[config.mk]
export PLATFORM = sky130hd
export DESIGN_NAME = prog_timer_mc
export DESIGN_NICKNAME = d
export VERILOG_FILES = /design/src/rtl/prog_timer_pkg.sv /design/src/rtl/timer_channel.sv /design/src/rtl/prog_timer_mc.sv
export SDC_FILE = /design/constraint.sdc
export NUM_CORES = 1
export LEC_CHECK = 0
export CAP_MARGIN = 20
export CORE_AREA = 8 8 172 158
export DETAILED_ROUTE_END_ITERATION = 10
export DIE_AREA = 0 0 180 166
export DONT_BUFFER_PORTS = 1
export GPL_TIMING_DRIVEN = 0
export PLACE_DENSITY = 0.77
export SKIP_CTS_REPAIR_TIMING = 1
export SYNTH_ARGS = -nofsm -noshare
export SYNTH_HDL_FRONTEND = slang
export SYNTH_HIERARCHICAL = 1
export SYNTH_SLANG_ARGS = --single-unit
export TNS_END_PERCENT = 50
[constraint.sdc]
create_clock -name clk -period 4.45 [get_ports clk]
set_input_delay 0.89 -clock clk [delete_from_list [all_inputs] [get_ports clk]]
set_output_delay 0.89 -clock clk [all_outputs]
set_load 0.01 [all_outputs]
[src/rtl/prog_timer_pkg.sv]
// Shared definitions for the multi-channel programmable timer:
// mode encodings, channel state enum, write validation and waveform decode.
package prog_timer_pkg;

    localparam logic [2:0] MODE0     = 3'd0;
    localparam logic [2:0] MODE1     = 3'd1;
    localparam logic [2:0] MODE2     = 3'd2;
    localparam logic [2:0] MODE3     = 3'd3;
    localparam logic [2:0] MODE4     = 3'd4;
    localparam logic [2:0] MODE_STOP = 3'd7;

    typedef enum logic [1:0] {
        ST_IDLE = 2'd0,
        ST_RUN  = 2'd1,
        ST_HOLD = 2'd2
    } ch_state_t;

    // Returns 1 when a program write may be accepted.
    function automatic logic valid_write(input int unsigned ch, input int unsigned num_ch,
                                         input logic [2:0] mode, input int unsigned n);
        logic ok;
        ok = 1'b1;
        if (ch >= num_ch)
            ok = 1'b0;
        if (mode == 3'd5 || mode == 3'd6)
            ok = 1'b0;
        if (mode <= MODE4 && n < 2)
            ok = 1'b0;
        if (mode == MODE2 && n[0])
            ok = 1'b0;
        if ((mode == MODE3 || mode == MODE4) && !n[0])
            ok = 1'b0;
        return ok;
    endfunction

    // Output level for count value c within a period of n; widened to
    // 32 bits so (n+1)/2 cannot overflow at n = 2^CNT_W-1.
    function automatic logic out_decode(input logic [2:0] mode, input int unsigned n,
                                        input int unsigned c);
        case (mode)
            MODE0:   return c == n - 1;
            MODE1:   return c != n - 1;
            MODE2:   return c >= n / 2;
            MODE3:   return c >= (n + 1) / 2;
            MODE4:   return c >= (n - 1) / 2;
            default: return 1'b0;
        endcase
    endfunction

endpackage

[src/rtl/timer_channel.sv]
// One timer channel: shadow config, IDLE/RUN/HOLD FSM, down-counter and
// registered waveform decode.
//
// state   | meaning
// IDLE    | stopped, out=0, waits for gate=1 with a pending config
// RUN     | counting down one step per gated cycle
// HOLD    | gate low; count and out frozen
module timer_channel
    import prog_timer_pkg::*;
#(
    parameter int CNT_W = 8
) (
    input  logic             clk,
    input  logic             rst_n,
    input  logic             load,
    input  logic             stop,
    input  logic [2:0]       mode,
    input  logic [CNT_W-1:0] cnt,
    input  logic             gate,
    output logic             out,
    output logic             active,
    output logic             pending
);

    ch_state_t        state, state_nxt;
    logic [CNT_W-1:0] count, count_nxt;
    logic [CNT_W-1:0] n_cur, n_nxt;
    logic [CNT_W-1:0] sh_n, sh_n_nxt;
    logic [2:0]       mode_cur, mode_nxt;
    logic [2:0]       sh_mode, sh_mode_nxt;
    logic             pending_nxt;
    logic             out_nxt;
    logic             take_shadow;
    logic             upd;

    // State, counter, shadow and output registers.
    always_ff @(posedge clk or negedge rst_n) begin
        if (!rst_n) begin
            state    <= ST_IDLE;
            count    <= '0;
            n_cur    <= '0;
            mode_cur <= MODE0;
            sh_n     <= '0;
            sh_mode  <= MODE0;
            pending  <= 1'b0;
            out      <= 1'b0;
        end else begin
            state    <= state_nxt;
            count    <= count_nxt;
            n_cur    <= n_nxt;
            mode_cur <= mode_nxt;
            sh_n     <= sh_n_nxt;
            sh_mode  <= sh_mode_nxt;
            pending  <= pending_nxt;
            out      <= out_nxt;
        end
    end

    // Next-state, count step/reload and output decode of the loaded count.
    always_comb begin
        state_nxt   = state;
        count_nxt   = count;
        n_nxt       = n_cur;
        mode_nxt    = mode_cur;
        sh_n_nxt    = sh_n;
        sh_mode_nxt = sh_mode;
        pending_nxt = pending;
        out_nxt     = out;
        take_shadow = 1'b0;
        upd         = 1'b0;

        case (state)
            ST_IDLE: begin
                if (gate && pending) begin
                    state_nxt   = ST_RUN;
                    take_shadow = 1'b1;
                end
            end
            ST_RUN, ST_HOLD: begin
                if (!gate) begin
                    state_nxt = ST_HOLD;
                end else begin
                    // Resuming from HOLD counts on the same edge so no cycle is lost.
                    state_nxt = ST_RUN;
                    upd       = 1'b1;
                    if (count != '0)
                        count_nxt = count - 1'b1;
                    else if (pending)
                        take_shadow = 1'b1;
                    else
                        count_nxt = n_cur - 1'b1;
                end
            end
            default: state_nxt = ST_IDLE;
        endcase

        // Uses the registered shadow, so a write on this same edge waits
        // for the next terminal count.
        if (take_shadow) begin
            mode_nxt    = sh_mode;
            n_nxt       = sh_n;
            count_nxt   = sh_n - 1'b1;
            pending_nxt = 1'b0;
            upd         = 1'b1;
        end

        if (upd)
            out_nxt = out_decode(mode_nxt, 32'(n_nxt), 32'(count_nxt));

        if (load) begin
            sh_mode_nxt = mode;
            sh_n_nxt    = cnt;
            pending_nxt = 1'b1;
        end

        if (stop) begin
            state_nxt   = ST_IDLE;
            pending_nxt = 1'b0;
            count_nxt   = '0;
            out_nxt     = 1'b0;
        end
    end

    assign active = (state != ST_IDLE);

endmodule

[src/rtl/prog_timer_mc.sv]
// Multi-channel programmable timer: write validation, per-channel write
// decode and the rejected-write error pulse; timing lives in timer_channel.
module prog_timer_mc
    import prog_timer_pkg::*;
#(
    parameter  int NUM_CH = 4,
    parameter  int CNT_W  = 8,
    localparam int CH_W   = (NUM_CH > 1) ? $clog2(NUM_CH) : 1
) (
    input  logic              clk,
    input  logic              rst_n,
    input  logic              wr_en,
    input  logic [CH_W-1:0]   wr_ch,
    input  logic [2:0]        wr_mode,
    input  logic [CNT_W-1:0]  wr_cnt,
    input  logic [NUM_CH-1:0] gate,
    output logic [NUM_CH-1:0] out,
    output logic [NUM_CH-1:0] active,
    output logic [NUM_CH-1:0] pending,
    output logic              wr_err
);

    logic wr_ok;

    assign wr_ok = valid_write(32'(wr_ch), NUM_CH, wr_mode, 32'(wr_cnt));

    // One-cycle error pulse after a rejected write.
    always_ff @(posedge clk or negedge rst_n) begin
        if (!rst_n)
            wr_err <= 1'b0;
        else
            wr_err <= wr_en && !wr_ok;
    end

    for (genvar i = 0; i < NUM_CH; i++) begin : g_ch
        logic sel;

        assign sel = wr_en && wr_ok && (32'(wr_ch) == i);

        timer_channel #(
            .CNT_W(CNT_W)
        ) u_ch (
            .clk    (clk),
            .rst_n  (rst_n),
            .load   (sel && (wr_mode != MODE_STOP)),
            .stop   (sel && (wr_mode == MODE_STOP)),
            .mode   (wr_mode),
            .cnt    (wr_cnt),
            .gate   (gate[i]),
            .out    (out[i]),
            .active (active[i]),
            .pending(pending[i])
        );
    end

endmodule

==> reports/summary.txt, run 1 <==
number of global-route vias before repair: 11400
DRT Pass-1 Iters: 6
Fillers: 2068
first-pass GRT wire length: 59000 µm
# DRC: 0
CTS tree: built
Place WS: -716 ps
fin util: 0.612
Power Density: 874 nW/µm²
initial antenna violation count: 0
clock buffer depth: 2
multiplexer area fraction after synthesis: 0.0754
initial DRC count: 1236
io pins: 33
ratio of final minimum period to clock period: 0.971
most common cell in the netlist: dfrtp_1
number of antenna diodes: 0
CTS Sinks: 137
most frequent cells after synthesis: dfrtp_1 (137), ha_1 (120), inv_1 (107)
flop-to-flop setup slack: 130 ps
Worst Reg-to-Reg Cells: 22
Antenna Nets Post-Route: 0
Final Hold Fails: 0
Seq/Total Area, Yosys: 0.263
skew final: 11.9 ps
maximum level of the CTS H-tree: 4
final slew viol count: 0
Final min period: 4320 ps
DRT Wirelength: 38500 µm
Mapped Area: 13000 µm²
Final Net Count: 1722
Synth Area in Compound Gates: 0.191
routability cong.: 0.957
clock latency on the worst-skew pair: 430 ps
Design Area, Final: 15000 µm²
achievable clock frequency: 0.232 GHz
Post-synth EDFFs: 0
CTS Buf Count: 17
Setup TNS: 0 ps
syn avg cell area: 8.75 µm²
Layout area overhead: 14.8%
Yosys cell types: 105
peak supply drop: 0.000586 V
Slew @ Worst Pin: 1140 ps
IO buf count: 0
row count: 55
WL/cell: 20.2 µm
Synthesis Warnings: 6
reg2reg end: g_ch[0].u_ch/out$_DFFE_PN0P_
number of cells produced by synthesis: 1489
max_cap viols: 0
core area: 24400 µm²
die area: 29900 µm²
Placed Area: 13400 µm²
largest family of logic cells by synthesized area: simple AND/OR/NAND/NOR gates
crit path capture: g_ch[0].u_ch/out$_DFFE_PN0P_
Worst-path clk slew: 60 ps
critical path launch point: g_ch[0].u_ch/count[0]$_DFF_PN0_
layout cells sized above 1: 0.188
post-synth top area share: 0.263
status: complete, no violations
asr flop ratio synth: 1.00
Worst EP required: 4730 ps
Seq cells post-synth: 137
total gr overflow: 0
post-synthesis xor/xnor area fraction: 0.0716
Reg-to-Reg Start: g_ch[0].u_ch/count[0]$_DFF_PN0_
Slew headroom: 0.230
Vias/cell: 6.37
Die Width: 180 µm
Initial Utilization: 0.533
prevailing post-synth register cell: dfrtp_1
crit path kind: flop to flop
synth top area cells: dfrtp_1 (26%), ha_1 (12%), xnor2_1 (5.1%), mux2_2 (3.3%), inv_1 (3.1%)
leakage: 0.00636 µW
min setup slack post-route: 131 ps
die height: 166 µm
Synth Area in Adders: 0.118
Setup violations, final: 0
vias after detailed routing: 12100
Startpoint Class: flop
GRT Resource Usage Total: 0.240
post-synth top area cell: dfrtp_1
largest net degree at the start of global routing: 138
CP arrival: 4600 ps
Critical Path End Type: flop
simple-gate share of the synthesized area: 0.220
crit-path max FO: 6
clock root cell: clkbuf_16
Synth Net Count: 1629
Hold Path Class: input port to asynchronous set/reset pin
Final HPWL DP: 27600 µm
## area by class of cell
class	instances	area, µm²	area share
multi-input combinational	1169	9170	0.613
sequential	137	3430	0.230
buffer	59	359	0.0240
clock inverter	12	115	0.00770
tap	313	392	0.0262
clock buffer	19	443	0.0296
inverter	118	443	0.0296
timing repair buffer	80	604	0.0404
## flip-flops by register name, summed over array words and instances, names as in the netlist
signal              cells
g_ch.u_ch/count        32
g_ch.u_ch/n_cur        32
g_ch.u_ch/sh_n         32
g_ch.u_ch/mode_cur     12
g_ch.u_ch/sh_mode      12
g_ch.u_ch/state         8
g_ch.u_ch/out           4
g_ch.u_ch/pending       4
wr_err                  1
## worst min-delay path by stage
stage	start	end	slack, ps	cells after the start
floorplan	g_ch[2].u_ch/sh_mode[2]$_DFFE_PN0P_	g_ch[2].u_ch/sh_mode[2]$_DFFE_PN0P_	470	1
global placement	g_ch[2].u_ch/sh_mode[2]$_DFFE_PN0P_	g_ch[2].u_ch/sh_mode[2]$_DFFE_PN0P_	490	1
detailed placement	g_ch[2].u_ch/sh_mode[2]$_DFFE_PN0P_	g_ch[2].u_ch/sh_mode[2]$_DFFE_PN0P_	500	1
CTS	rst_n	g_ch[3].u_ch/count[0]$_DFF_PN0_	150	0
global route	rst_n	g_ch[3].u_ch/count[1]$_DFF_PN0_	140	0
finish	rst_n	g_ch[3].u_ch/state[0]$_DFFE_PN0P_	160	0
## worst max-delay path, cell delays in order, from the launching register on
cell      delay (ps)
dfrtp_2          440
inv_1            100
ha_4             150
nor3b_4          330
a31oi_4          200
nor2_4           200
buf_8            130
nand2_1          100
a21boi_4         170
ha_4             190
nor2b_1          130
o211ai_1         190
and2_4           180
ha_1             230
nor2b_1          130
o21a_1           160
o21ai_1          120
a21oi_1           90
nor3_1           140
nor2_1            70
o311a_1          310
a311oi_2         300
o211ai_2         110
## power by group
| part | internal, µW | switching [µW] |
|---|---|---|
| clock | 788 | 589 |
| combinational | 4090 | 5180 |
| sequential | 1760 | 674 |
| total | 6630 | 6440 |
## metal layers
layer | global-route usage | share of wire
met5 | 0 | 0
met4 | 0.0753 | 0.025
met3 | 0.0483 | 0.081
met2 | 0.376 | 0.46
met1 | 0.327 | 0.44
## per-stage QoR
| step | total power (µW) | cells | hold slack (ps) |
|---|---|---|---|
| finish | 13100 | 1907 | 161 |
| global route | 14100 | 1907 | 138 |
| CTS | 12000 | 1833 | 146 |
| detailed placement | 10500 | 1802 | 497 |
| global placement | 10300 | 1802 | 492 |
| floorplan | 8570 | 1489 | 475 |
## cell families after synthesis
family                   after synthesis
AND/OR/NAND/NOR                      511
AO/OA/AOI/OAI                        342
buffers and inverters                184
flip-flops                           137
adder cells (fa/ha/maj)              124
XOR/XNOR                             104
multiplexers                          87
## placed cells by master, fill, tap and decap left out, types with 14 or more instances in the layout
| master | n |
|---|---|
| a21o_1 | 19 |
| a21oi_1 | 45 |
| a31oi_1 | 17 |
| and2_1 | 18 |
| buf_4 | 82 |
| clkbuf_1 | 31 |
| clkbuf_16 | 17 |
| dfrtp_1 | 132 |
| ha_1 | 110 |
| inv_1 | 104 |
| inv_2 | 14 |
| mux2_2 | 38 |
| mux2i_1 | 39 |
| nand2_1 | 81 |
| nand2b_1 | 17 |
| nand3_1 | 38 |
| nand4_1 | 27 |
| nor2_1 | 99 |
| nor2b_1 | 34 |
| nor3_1 | 59 |
| nor4_1 | 26 |
| o211ai_1 | 14 |
| o21a_1 | 16 |
| o21ai_0 | 64 |
| xnor2_1 | 76 |
| xor2_1 | 25 |
No activity file was read; power rests on OpenSTA's default activity.
==> run 2: changes to the inputs <==
- ABC_AREA: unset -> 1
- CORE_AREA: 8 8 172 158 -> 8 8 181 166
- DIE_AREA: 0 0 180 166 -> 0 0 189 174
- PLACE_DENSITY: 0.77 -> 0.72
==> run 2 against run 1 <==
Non-clock buffer count fell by 113. Fmax up 8.1%. Clock skew fell by 1.1 ps. Via count up 5.7%. Total power is 7.3% lower. Count of clock-buffer cells in the layout shrank 2. Core utilization fell by 9.0 points. Critical path depth increased by 3. Clock power up 3%. Hold slack is essentially flat. Cell count up 24%. Highest routed layer is now met5.
==> reports/summary.txt, run 2 <==
status: complete, no violations
peak supply drop: 0.000377 V
Final Net Count: 2129
most frequent cells after synthesis: nand2_1 (561), inv_1 (259), nand3_1 (226)
core area: 27200 µm²
most common library cell in the layout ignoring fill and taps: nand2_1
CTS tree: built
total gr overflow: 0
leakage: 0.00724 µW
number of global-route vias before repair: 12200
Worst-path clk slew: 70 ps
Seq/Total Area, Yosys: 0.260
skew final: 10.7 ps
first-pass GRT wire length: 59700 µm
initial DRC count: 1094
post-synth top area share: 0.260
Synthesis Warnings: 6
die area: 32900 µm²
CP arrival: 4310 ps
ratio of final minimum period to clock period: 0.898
Seq cells post-synth: 137
Initial Utilization: 0.484
Post-synth EDFFs: 0
largest net degree at the start of global routing: 138
Die Width: 189 µm
die height: 174 µm
prevailing post-synth register cell: dfrtp_1
IO buf count: 0
Layout area overhead: 7.81%
clock buffer depth: 2
Slew headroom: 0.592
number of antenna diodes: 0
routability cong.: 0.949
Vias/cell: 5.43
CTS Buf Count: 17
asr flop ratio synth: 1.00
CTS Sinks: 137
Mapped Area: 13200 µm²
Yosys cell types: 44
fin util: 0.522
clock latency on the worst-skew pair: 430 ps
WL/cell: 15.4 µm
Setup TNS: 0 ps
Slew @ Worst Pin: 605 ps
Largest regs: g_ch.u_ch/count: 32 flops, g_ch.u_ch/n_cur: 32 flops, g_ch.u_ch/sh_n: 32 flops
io pins: 33
Synth Net Count: 2110
GRT Resource Usage Total: 0.219
crit-path max FO: 8
Final HPWL DP: 28800 µm
vias after detailed routing: 12800
Setup violations, final: 0
post-synth top area cell: dfrtp_1
crit path kind: flop to flop
Final Hold Fails: 0
Final min period: 4000 ps
synth top area cells: dfrtp_1 (26%), nand2_1 (16%), ha_1 (11%), nand3_1 (8.6%), inv_1 (7.4%)
syn avg cell area: 6.69 µm²
initial antenna violation count: 1
achievable clock frequency: 0.250 GHz
clock root cell: clkbuf_16
layout cells sized above 1: 0.104
most common cell in the netlist: nand2_1
RSZ-0062 raised after global routing: no
row count: 58
commonest cells after routing, fill and taps aside: nand2_1 (561), inv_1 (259), nand3_1 (226)
Hold Path Class: input port to asynchronous set/reset pin
Worst EP required: 4770 ps
maximum level of the CTS H-tree: 4
# DRC: 0
final slew viol count: 0
Critical Path End Type: flop
Startpoint Class: flop
Power Density: 853 nW/µm²
max_cap viols: 0
DRT Pass-1 Iters: 6
Antenna Nets Post-Route: 0
number of cells produced by synthesis: 1970
DRT Wirelength: 36400 µm
-- run 2: critical path, cell delays in order (launching register included) --
cell and delay (ps):
dfrtp_1 410, inv_1 80, ha_1 190, nand2_1 70
nor2_2 110, nand3_2 120, nand2_4 130, nand3_1 150
nand2_1 250, ha_1 190, inv_1 60, nor3_1 350
nand2_1 130, nor3_1 210, nand2_1 100, ha_1 300
nand2_1 100, nor2_1 70, nand4_1 80, o2111ai_1 130
nand3_1 100, o21ai_1 60, a21oi_1 130, nand3_1 170
nor2_1 130, nor2_1 40
-- run 2: final timing paths --
| kind | start | end | slack, ps | cells after the start |
|---|---|---|---|---|
| setup / recovery | g_ch[2].u_ch/count[0]$_DFF_PN0_ | g_ch[2].u_ch/out$_DFFE_PN0P_ | 450 | 25 |
| hold / removal | rst_n | g_ch[1].u_ch/count[2]$_DFF_PN0_ | 160 | 0 |
| setup reg to reg | g_ch[2].u_ch/count[0]$_DFF_PN0_ | g_ch[2].u_ch/out$_DFFE_PN0P_ | 450 | 25 |
| hold reg to reg | g_ch[0].u_ch/sh_mode[1]$_DFFE_PN0P_ | g_ch[0].u_ch/sh_mode[1]$_DFFE_PN0P_ | 490 | 2 |
| max in group asynchronous | rst_n | g_ch[2].u_ch/n_cur[5]$_DFF_PN0_ | 4040 | 0 |
| min in group clk | g_ch[0].u_ch/sh_mode[1]$_DFFE_PN0P_ | g_ch[0].u_ch/sh_mode[1]$_DFFE_PN0P_ | 490 | 2 |
-- run 2: area by class of cell --
| class | instances | area (µm²) |
|---|---|---|
| multi-input cells | 1527 | 8540 |
| fillers | 2689 | 13000 |
| clock buffers | 17 | 425 |
| well taps | 360 | 450 |
| flip-flops and latches | 137 | 3430 |
| clock inverters | 15 | 154 |
| plain buffers | 26 | 158 |
| inverters | 280 | 1050 |
-- run 2: stage by stage --
stage | setup slack (ps) | power [µW] | hold slack (ps) | std cells | instance area (µm²)
floorplan | 1010 | 8590 | 437 | 1970 | 13200
CTS | 487 | 12000 | 141 | 2362 | 14200
finish | 455 | 12100 | 161 | 2362 | 14200
global placement | 369 | 10300 | 459 | 2330 | 13600
global route | 99.2 | 13400 | 138 | 2362 | 14200
detailed placement | 341 | 10600 | 468 | 2330 | 13600
-- run 2: logic make-up (layout without fill, tap and decap cells) --
kind of cell	after synthesis	after routing	synth area share
AOI/OAI and AO/OA	223	223	0.103
xor gates and xnor gates	51	51	0.0339
adders and majority gates	120	120	0.114
buffers and inverters	306	338	0.0917
DFF	137	137	0.260
and+or+nand+nor	1133	1133	0.397
-- run 2: per-layer routing --
| layer | vias to the layer above | routed length (µm) | GRT usage |
|---|---|---|---|
| met2 | 432 | 16300 | 0.352 |
| met3 | 56 | 2730 | 0.0423 |
| li1 | 6430 | - | - |
| met1 | 5905 | 16700 | 0.293 |
| met4 | 2 | 732 | 0.0658 |
| met5 | - | 10 | 0 |
-- run 2: report_power, final --
group | internal (µW) | switching (µW) | total (µW)
clock | 792 | 626 | 1420
combinational | 2890 | 5580 | 8480
sequential | 1760 | 468 | 2220
total | 5440 | 6680 | 12100
==> run 3: changes to the inputs <==
- ABC_AREA: 1 -> unset
- CORE_AREA: 8 8 181 166 -> 8 8 180 165
- DIE_AREA: 0 0 189 174 -> 0 0 188 173
==> run 3 against run 2 <==
Cell count shrank 17%. First-iteration DRC count decreased by 0.91%. Count of clock-buffer cells in the layout rose by 1. Combinational power is 12% higher. Global-route usage grew 0.22 points. Cell area increased by 8.1%. Total power grew 11%. Critical path type unchanged. Largest power group unchanged.
==> reports/summary.txt, run 3 (same netlist as run 1, synthesis figures left out) <==
crit-path max FO: 10
critical path cell sequence: inv_2 > ha_4 > or3b_4 > o31a_1 > buf_6 > buf_6 > mux2i_4 > nor3_4 > nand3_1 > xnor2_1 > ha_1 > a21o_1 > a2111oi_2 > o21ai_1 > nor4b_1 > a211oi_2 > o31ai_1 > a22oi_1 > nand3_1
final slew viol count: 0
most common library cell in the layout ignoring fill and taps: dfrtp_1
Final min period: 4360 ps
Critical Path End Type: flop
Design Area, Final: 15400 µm²
peak supply drop: 0.000558 V
first-pass GRT wire length: 59900 µm
Setup TNS: 0 ps
commonest cells after routing, fill and taps aside: dfrtp_1 (133), ha_1 (103), inv_1 (102)
layout cells sized above 1: 0.208
CTS Sinks: 137
vias after detailed routing: 12200
Slowest-stage cell, CP: dfrtp_1
number of global-route vias before repair: 11400
FF/Latch Area: 3430 µm²
total gr overflow: 0
ratio of final minimum period to clock period: 0.980
Worst EP required: 4730 ps
# DRC: 0
CTS Buf Count: 17
leakage: 0.00652 µW
Power Density: 878 nW/µm²
Placed Area: 13500 µm²
clock latency on the worst-skew pair: 420 ps
clock root cell: clkbuf_16
max_cap viols: 0
critical path's largest stage delay: 410 ps
Setup violations, final: 0
number of antenna diodes: 0
initial antenna violation count: 0
Worst-path clk slew: 60 ps
die area: 32500 µm²
routability cong.: 0.944
Slew headroom: 0.259
Vias/cell: 6.21
met2 WL post-DR: 17600 µm
achievable clock frequency: 0.229 GHz
Fillers: 2300
Hold Path Class: input port to asynchronous set/reset pin
io pins: 33
row count: 57
Initial Utilization: 0.490
skew final: 11.6 ps
maximum level of the CTS H-tree: 4
CTS tree: built
multi-input logic area: 9270 µm²
GRT Resource Usage Total: 0.221
Final HPWL DP: 27700 µm
met3 WL: 3060 µm
Largest regs: g_ch.u_ch/count: 32 flops, g_ch.u_ch/n_cur: 32 flops, g_ch.u_ch/sh_n: 32 flops
Antenna Nets Post-Route: 0
CP arrival: 4650 ps
DRT Pass-1 Iters: 6
WP buf/inv: 3
Startpoint Class: flop
Final Hold Fails: 0
Metal-1 WL: 16700 µm
crit path kind: flop to flop
Final Net Count: 1739
Die Width: 188 µm
initial DRC count: 1084
WL/cell: 19.5 µm
largest net degree at the start of global routing: 138
DRT Wirelength: 38400 µm
Top delay family on crit path: compound AO/OA/AOI/OAI gates
IO buf count: 0
Slew @ Worst Pin: 1100 ps
core area: 26600 µm²
status: complete, no violations
clock buffer depth: 2
die height: 173 µm
Layout area overhead: 17.8%
Top Layer Used: met4
[run 3: changes by cell type in the layout (fill, tap and decap cells not counted), sizes merged, moves of 35 or more]
cell,delta
nand2,-531
nand3,-199
inv,-165
buf,+112
nor2,-87
xnor2,+77
mux2i,+46
mux2,+41
o21ai,-39
nor3,+36
nor2b,+35
[run 3: cell type report]
type,count,area share
Buffer,56,0.0218
Tap cell,354,0.0289
Multi-Input combinational cell,1170,0.604
Inverter,118,0.0289
Clock inverter,14,0.0137
Clock buffer,18,0.0286
Timing Repair Buffer,99,0.0506
Sequential cell,137,0.224
[run 3: final timing paths]
check                      slack [ps]  depth (start not counted)                                 from                                   to
max                                90                         19      g_ch[3].u_ch/count[1]$_DFF_PN0_         g_ch[3].u_ch/out$_DFFE_PN0P_
min                               160                          0                                rst_n    g_ch[3].u_ch/state[0]$_DFFE_PN0P_
max reg2reg                        90                         19      g_ch[3].u_ch/count[1]$_DFF_PN0_         g_ch[3].u_ch/out$_DFFE_PN0P_
min reg2reg                       510                          1  g_ch[2].u_ch/sh_mode[0]$_DFFE_PN0P_  g_ch[2].u_ch/sh_mode[0]$_DFFE_PN0P_
max in group asynchronous        4050                          0                                rst_n      g_ch[1].u_ch/count[0]$_DFF_PN0_
min in group clk                  510                          1  g_ch[2].u_ch/sh_mode[0]$_DFFE_PN0P_  g_ch[2].u_ch/sh_mode[0]$_DFFE_PN0P_
[run 3: where the power goes]
group          switching [µW]  total [µW]  internal [µW]  leakage, µW
combinational            5200        9460           4260      0.00456
sequential                677        2430           1760      0.00165
clock                     607        1580            970     0.000312
[run 3: worst register-to-register path, stage by stage (launching register included)]
cell	delay, ps
dfrtp_1	410
inv_2	90
ha_4	140
or3b_4	410
o31a_1	320
buf_6	160
buf_6	180
mux2i_4	260
nor3_4	200
nand3_1	120
xnor2_1	150
ha_1	300
a21o_1	190
a2111oi_2	360
o21ai_1	140
nor4b_1	170
a211oi_2	200
o31ai_1	100
a22oi_1	180
nand3_1	120
[run 3: metrics by stage]
| step | utilization | hold slack (ps) | instances | worst slack [ps] | power, µW |
|---|---|---|---|---|---|
| floorplan | - | 475 | 1489 | 19.7 | 8570 |
| detailed placement | 0.507 | 499 | 1843 | -683 | 10500 |
| CTS | 0.531 | 155 | 1875 | -729 | 12200 |
| global placement | 0.507 | 491 | 1843 | -656 | 10300 |
| finish | 0.577 | 162 | 1966 | 88.0 | 13500 |
| global route | 0.577 | 139 | 1966 | -88.9 | 14600 |
[run 3: per-layer routing]
layer	up-vias	track usage
li1	5680	-
met1	5912	0.295
met2	538	0.349
met3	85	0.0493
met4	0	0.0735
met5	-	0
